$ cat config.mk
export PLATFORM = sky130hd
export DESIGN_NAME = reg12_write_arbiter_flat
export DESIGN_NICKNAME = d
export VERILOG_FILES = /design/src/rtl/reg12_write_arbiter_pkg.sv /design/src/rtl/reg12_write_arbiter_if.sv /design/src/rtl/reg12_write_arbiter_rr_pick.sv /design/src/rtl/reg12_write_arbiter.sv /design/src/flat_wrapper.sv
export SDC_FILE = /design/constraint.sdc
export NUM_CORES = 1
export LEC_CHECK = 0
export CORE_MARGIN = 2
export CORE_UTILIZATION = 31
export DETAILED_ROUTE_END_ITERATION = 7
export PLACE_DENSITY = 0.89
export RECOVER_POWER = 100
export SLEW_MARGIN = 20
export SYNTH_ARGS = -nofsm -noshare
export SYNTH_HDL_FRONTEND = slang
export SYNTH_SLANG_ARGS = --single-unit
export TNS_END_PERCENT = 100
$ cat constraint.sdc
create_clock -name clk -period 2.4 [get_ports clk]
set_input_delay 0.36 -clock clk [delete_from_list [all_inputs] [get_ports clk]]
set_output_delay 0.36 -clock clk [all_outputs]
set_load 0.05 [all_outputs]
$ cat src/rtl/reg12_write_arbiter_pkg.sv
//==============================================================================
// Module : reg12_arb_pkg
// Brief  : Shared types, widths and helpers for the reg12 write arbiter.
// Rev    : 1.0  initial release
//==============================================================================
`default_nettype none

package reg12_arb_pkg;

    localparam int REG_W = 12;

    // Widest supported requester count; pointers and indices are sized for it.
    localparam int MAX_REQ = 8;
    localparam int IDX_W   = 3;

    typedef enum logic [1:0] {
        IDLE  = 2'd0,
        GRANT = 2'd1,
        ACK   = 2'd2
    } state_t;

    // One-hot to binary index; the input is zero-extended to MAX_REQ bits.
    function automatic logic [IDX_W-1:0] onehot_idx(input logic [MAX_REQ-1:0] oh);
        logic [IDX_W-1:0] idx;
        idx = '0;
        for (int i = 0; i < MAX_REQ; i++) begin
            if (oh[i]) begin
                idx = idx | IDX_W'(i);
            end
        end
        return idx;
    endfunction

endpackage

`default_nettype wire

$ cat src/rtl/reg12_write_arbiter_if.sv
//==============================================================================
// Module : reg12_write_arbiter_if
// Brief  : Writer-side request/data bundle and register feedback/drive path.
// Rev    : 1.0  initial release
//==============================================================================
`default_nettype none

interface reg12_write_arbiter_if
    import reg12_arb_pkg::*;
#(
    parameter int NREQ = 4,
    parameter int DW   = REG_W
);

    logic [NREQ-1:0]    req;
    logic [NREQ*DW-1:0] wdata;
    logic [NREQ-1:0]    lock;
    logic [DW-1:0]      reg_q;
    logic [DW-1:0]      reg_din;
    logic [NREQ-1:0]    gnt;
    logic [NREQ-1:0]    ack;
    logic               busy;

    modport master (
        output req, wdata, lock, reg_q,
        input  reg_din, gnt, ack, busy
    );

    modport slave (
        input  req, wdata, lock, reg_q,
        output reg_din, gnt, ack, busy
    );

endinterface

`default_nettype wire

$ cat src/rtl/reg12_write_arbiter_rr_pick.sv
//==============================================================================
// Module : rr_pick
// Brief  : Combinational round-robin picker; scans from ptr+1 with wrap.
// Rev    : 1.0  initial release
//==============================================================================
`default_nettype none

module rr_pick
    import reg12_arb_pkg::*;
#(
    parameter int NREQ = 4
) (
    input  wire logic [NREQ-1:0]  req,
    input  wire logic [IDX_W-1:0] ptr,
    output logic      [NREQ-1:0]  pick,
    output logic                  valid
);

    logic [MAX_REQ-1:0] w_req_ext;
    logic [IDX_W-1:0]   w_idx;
    logic [IDX_W-1:0]   w_win;
    logic               w_found;

    always_comb begin
        w_req_ext            = '0;
        w_req_ext[NREQ-1:0]  = req;
        w_idx                = '0;
        w_win                = '0;
        w_found              = 1'b0;
        // Candidate k=1 is the one right after the last grant, so it ranks highest.
        for (int k = 1; k <= NREQ; k++) begin
            w_idx = IDX_W'((int'(ptr) + k) % NREQ);
            if (!w_found && w_req_ext[w_idx]) begin
                w_win   = w_idx;
                w_found = 1'b1;
            end
        end
        pick = '0;
        for (int i = 0; i < NREQ; i++) begin
            pick[i] = w_found && (w_win == IDX_W'(i));
        end
        valid = w_found;
    end

endmodule

`default_nettype wire

$ cat src/rtl/reg12_write_arbiter.sv
//==============================================================================
// Module : reg12_write_arbiter
// Brief  : Round-robin arbiter sharing one load-every-cycle register among
//          NREQ writers. Optional burst lock enabled by macro ARB_LOCK_EN.
// Rev    : 1.0  initial release
//==============================================================================
`default_nettype none

module reg12_write_arbiter
    import reg12_arb_pkg::*;
#(
    parameter int NREQ     = 4,
    parameter int DW       = REG_W,
    parameter int HOLD_MAX = 4
) (
    input  wire logic             clk,
    input  wire logic             rst,
    reg12_write_arbiter_if.slave  bus
);

    state_t              state_q, state_d;
    logic [NREQ-1:0]     gnt_q,   gnt_d;
    logic [NREQ-1:0]     ack_q,   ack_d;
    logic [IDX_W-1:0]    ptr_q,   ptr_d;

    logic [NREQ-1:0]     w_pick;
    logic                w_pick_valid;
    logic [DW-1:0]       w_wdata [NREQ];
    logic [DW-1:0]       w_sel_data;
    logic [MAX_REQ-1:0]  w_gnt_ext;
    logic                w_hold;
    logic                w_commit;

`ifdef ARB_LOCK_EN
    localparam int CW = (HOLD_MAX > 1) ? $clog2(HOLD_MAX) : 1;
    logic [CW-1:0]       cnt_q, cnt_d;
    logic                w_burst_go;
`else
    logic                w_unused_cfg;
    assign w_unused_cfg = ^{bus.lock, 32'(HOLD_MAX)};
`endif

    generate
        for (genvar i = 0; i < NREQ; i++) begin : g_slice
            assign w_wdata[i] = bus.wdata[i*DW +: DW];
        end
    endgenerate

    rr_pick #(
        .NREQ (NREQ)
    ) u_pick (
        .req   (bus.req),
        .ptr   (ptr_q),
        .pick  (w_pick),
        .valid (w_pick_valid)
    );

    // gnt_q is one-hot while a writer is held, so an OR-mux selects its data.
    always_comb begin
        w_sel_data = '0;
        for (int i = 0; i < NREQ; i++) begin
            if (gnt_q[i]) begin
                w_sel_data = w_sel_data | w_wdata[i];
            end
        end
        w_gnt_ext           = '0;
        w_gnt_ext[NREQ-1:0] = gnt_q;
    end

    assign w_hold   = |(bus.req & gnt_q);
    assign w_commit = (state_q == GRANT) && w_hold && !rst;

`ifdef ARB_LOCK_EN
    assign w_burst_go = (|(bus.lock & bus.req & gnt_q)) && (int'(cnt_q) < HOLD_MAX - 1);
`endif

    always_comb begin
        state_d = state_q;
        gnt_d   = gnt_q;
        ack_d   = '0;
        ptr_d   = ptr_q;
`ifdef ARB_LOCK_EN
        cnt_d   = cnt_q;
`endif
        unique case (state_q)
            IDLE: begin
                if (w_pick_valid) begin
                    gnt_d   = w_pick;
                    state_d = GRANT;
                end
            end
            GRANT: begin
                if (w_hold) begin
                    ack_d   = gnt_q;
                    ptr_d   = onehot_idx(w_gnt_ext);
                    state_d = ACK;
                end else begin
                    // Writer withdrew before commit: no write, rotation untouched.
                    gnt_d   = '0;
                    state_d = IDLE;
`ifdef ARB_LOCK_EN
                    cnt_d   = '0;
`endif
                end
            end
            ACK: begin
`ifdef ARB_LOCK_EN
                if (w_burst_go) begin
                    cnt_d   = cnt_q + CW'(1);
                    state_d = GRANT;
                end else begin
                    cnt_d   = '0;
                    gnt_d   = '0;
                    state_d = IDLE;
                end
`else
                gnt_d   = '0;
                state_d = IDLE;
`endif
            end
            default: begin
                gnt_d   = '0;
                state_d = IDLE;
            end
        endcase
    end

    always_ff @(posedge clk) begin
        if (rst) begin
            state_q <= IDLE;
            gnt_q   <= '0;
            ack_q   <= '0;
            ptr_q   <= IDX_W'(NREQ - 1);
`ifdef ARB_LOCK_EN
            cnt_q   <= '0;
`endif
        end else begin
            state_q <= state_d;
            gnt_q   <= gnt_d;
            ack_q   <= ack_d;
            ptr_q   <= ptr_d;
`ifdef ARB_LOCK_EN
            cnt_q   <= cnt_d;
`endif
        end
    end

    assign bus.reg_din = w_commit ? w_sel_data : bus.reg_q;
    assign bus.gnt     = gnt_q;
    assign bus.ack     = ack_q;
    assign bus.busy    = (state_q != IDLE);

endmodule

`default_nettype wire
$ cat src/flat_wrapper.sv
// flat-port wrapper written by rule: the top's interface ports become plain ports
module reg12_write_arbiter_flat import reg12_arb_pkg::*;
#(
    parameter int NREQ     = 4,
    parameter int DW       = REG_W,
    parameter int HOLD_MAX = 4
)
  (clk, rst, bus_req, bus_wdata, bus_lock, bus_reg_q, bus_reg_din, bus_gnt, bus_ack, bus_busy);
  reg12_write_arbiter_if #(.NREQ(NREQ), .DW(DW)) bus_i ();
  input  wire logic clk;
  input  wire logic rst;
  input wire logic [$bits(bus_i.req)-1:0] bus_req;
  input wire logic [$bits(bus_i.wdata)-1:0] bus_wdata;
  input wire logic [$bits(bus_i.lock)-1:0] bus_lock;
  input wire logic [$bits(bus_i.reg_q)-1:0] bus_reg_q;
  output wire logic [$bits(bus_i.reg_din)-1:0] bus_reg_din;
  output wire logic [$bits(bus_i.gnt)-1:0] bus_gnt;
  output wire logic [$bits(bus_i.ack)-1:0] bus_ack;
  output wire logic [$bits(bus_i.busy)-1:0] bus_busy;
  assign bus_i.req = bus_req;
  assign bus_i.wdata = bus_wdata;
  assign bus_i.lock = bus_lock;
  assign bus_i.reg_q = bus_reg_q;
  assign bus_reg_din = bus_i.reg_din;
  assign bus_gnt = bus_i.gnt;
  assign bus_ack = bus_i.ack;
  assign bus_busy = bus_i.busy;
  reg12_write_arbiter #(.NREQ(NREQ), .DW(DW), .HOLD_MAX(HOLD_MAX)) u_core (.clk(clk), .rst(rst), .bus(bus_i));
endmodule
==> results.md <==
- Synth area leader: dfxtp_1
- Ys async rst share: 0
- Setup crit end kind: primary output
- Hold Path Class: flop to flop
- Flip-flop and latch area: ~240 µm²
- Worst setup margin: between 0.08 and 0.09 ns
- Post-cts gate resize count: 0
- Num ports: roughly 90
- Commonest cells in the netlist: a22o_1 (14), nand2_1 (14), o21ai_0 (14)
- Antenna diodes: 0
- CP required: 2.04 ns
- Yosys reg bits: 12
- Clock Skews: between 0.007 and 0.008 ns
- First-pass GRT wire length: about 6000 µm
- Post-Syn Nets: 181
- Setup Fix Bufs, Post-CTS: 0
- Clock-pin transition on the worst setup and hold timing paths: about 0.080 ns
- Via/cell ratio: 5.57
- Layout cells sized above 1: 0.152
- Slew headroom: 0.649
- Slowest Stage Delay on Critical Path: 0.48 ns
- R2R Setup Slk: about 0.85 ns
- Launch point of the worst path: bus_req[1]
- Reg2reg end: u_core.bus.ack[1]
- Worst vdd ir: between 0.3 and 0.4 mV
- Worst Path Arrival: ~2 ns
- Starting DRC count in detailed routing: 60
- Initial antenna violation count: 0
- Sink Count: 12
- Sum Neg Setup Slack: 0 ns
- HPWL after DPL: ~3100 µm
- Final WL: between 3000 and 4000 µm
- Drt first pass iters: 4
- H-Tree Depth: 1
- # DRC: 0
- CP max stage cell: clkdlybuf4s50_1
- Routed Antenna Nets: 0
- DP Area: about 0.0019 mm²
- Routed via count: about 1,300
- Dominant cells by area after synthesis: dfxtp_1 (27%), a22o_1 (14%), a221oi_1 (12%)
- Initial Util: 0.324
- Netlist area before placement: around 890 µm²
- Root buf cell: clkbuf_4
- Row cnt: 19
- R2R depth: 5
- Number of global-route vias before repair: 1,301
- Filler cells: 196
- Final Non-Filler Cells: about 230
- Hold buffers post-CTS: 0
- Hold Slack: approximately 0.56 ns
- Syn_area_per_cell: about 8.1 µm²
- Power Density: 406 mW/mm²
- Share of the synthesized area in the top cell type: 0.269
- Tcrit/Tclk final: 0.963
- Cells after DPL: between 200 and 250
- Number of port buffers: 86
- Clock tree buffer depth: 2
- WL/cell: approximately 17 µm
- Outcome: completed
- Core area: 0.00276 mm²
- TritonCTS clock tree: built
- Worst Max-Slew Pin Slew: 0.525 ns
- Footprint of the multi-input gates: 619 µm²
- P_leak: between 0.8 and 0.9 nW
- Die Ht: between 50 and 60 µm
- Layout Area Growth over Synthesis: 121%
- Sequential area share after synthesis: 0.269
- Post-Syn Instances: approximately 110
- Placer's final routability congestion estimate: between 0.7 and 0.8
- Nets: 269
- Max-slew violations: 0
- Synth unique cells: 26
- Design area: between 0.0015 and 0.002 mm²
- Number of synthesized flops with an enable pin: 0
- Place WS: approximately 0.058 ns
- Warnings, synthesis: 0
- Cell mode on critical path: buf_12
- Hold Vio Cnt, Final: 0
- CP Max Fanout: 25
- GRT overflow: 0
- Worst r2r src: u_core.bus.gnt[1]
- GRT Total Usage: 0.231
- Setup violators final: 0
- Clk_lat worst skew: 0.28 ns
- Unrepaired setup endpoints after global routing: no
- Die area: ~0.0033 mm²
- Setup crit end: bus_reg_din[1]
- Max-cap violations: 0
- Pin count of the biggest net entering global routing: 26
- CTS Buf Count: 3
- Worst path cell trace: clkdlybuf4s50_1 > a22o_1 > o211ai_4 > buf_12 > nand2_1 > o21ai_1 > buf_12
- Max frequency: between 400 and 500 MHz
- Crit path time final: roughly 2.3 ns
- Main flop type after synthesis: dfxtp_1
- Crit Path Category: input port to primary output
- Die X: 57.7 µm
- Nature of the critical path startpoint: input port
==> through the flow <==
step	total power, mW	utilization
final	0.801	0.716
after global routing	0.837	0.716
after CTS	0.806	0.718
after detailed placement	0.642	0.705
after global placement	0.629	0.705
after floorplan	0.418	-
==> logic make-up (layout without fill, tap and decap cells) <==
| logic type | Yosys count | count (layout) | share of synthesized area |
|---|---|---|---|
| buffers and inverters | 10 | 97 | 0.0643 |
| muxes | 3 | 3 | 0.0336 |
| AOI/OAI and AO/OA | 51 | 51 | 0.443 |
| and+or+nand+nor | 35 | 35 | 0.190 |
| DFF | 12 | 12 | 0.269 |
==> worst max-delay path, delay by kind of cell <==
kind | cells | cell delay, ns
compound gates | 3 | 0.66
buf+inv | 3 | 0.85
simple gates | 1 | 0.08
==> state kept, by name (all words and copies together), names as in the netlist <==
signal and count:
u_core.bus.gnt 4, u_core.bus.ack 4, u_core.ptr_q 2, u_core.state_q 2
==> cells in the final DEF, fill, tap and decap left out, drive strengths merged, types with 4 or more instances in the layout <==
cell and n:
nor2 5, clkbuf 5, o21ai 14, nand2 14, dfxtp 12, a221oi 12
clkdlybuf4s50 64, dlygate4sd3 10, buf 17, a22o 14, and2 4
==> power breakdown <==
part | internal, mW | total [mW] | switching, mW
combinational | 0.219 | 0.401 | 0.183
sequential | 0.209 | 0.231 | 0.0214
clock | 0.0924 | 0.169 | 0.0770
==> worst min-delay path by stage <==
stage | from | end | slack [ns] | cells after the start
finish | u_core.ptr_q[0] | u_core.ptr_q[0] | 0.56 | 2
floorplan | u_core.ptr_q[0] | u_core.ptr_q[0] | 0.50 | 2
CTS | u_core.ptr_q[0] | u_core.ptr_q[0] | 0.56 | 2
global placement | u_core.ptr_q[0] | u_core.ptr_q[0] | 0.53 | 2
detailed placement | u_core.ptr_q[0] | u_core.ptr_q[0] | 0.54 | 2
global route | u_core.ptr_q[0] | u_core.ptr_q[0] | 0.61 | 2
==> cell type report <==
class	instances	area share
clock buffer	4	0.0184
timing repair buffer	92	0.524
tap	31	0.0197
inverter	1	0.00190
sequential	12	0.122
multi-input combinational	89	0.314
==> metal layers <==
layer	part of all wire	vias to the layer above	wire, µm	track usage
li1	-	608	-	-
met1	0.37	602	1440	0.259
met2	0.53	59	2030	0.435
met3	0.085	6	328	0.0469
met4	0.013	0	51	0.0664
met5	0	-	0	0
Note: power is estimated with default switching activity, not from simulation.
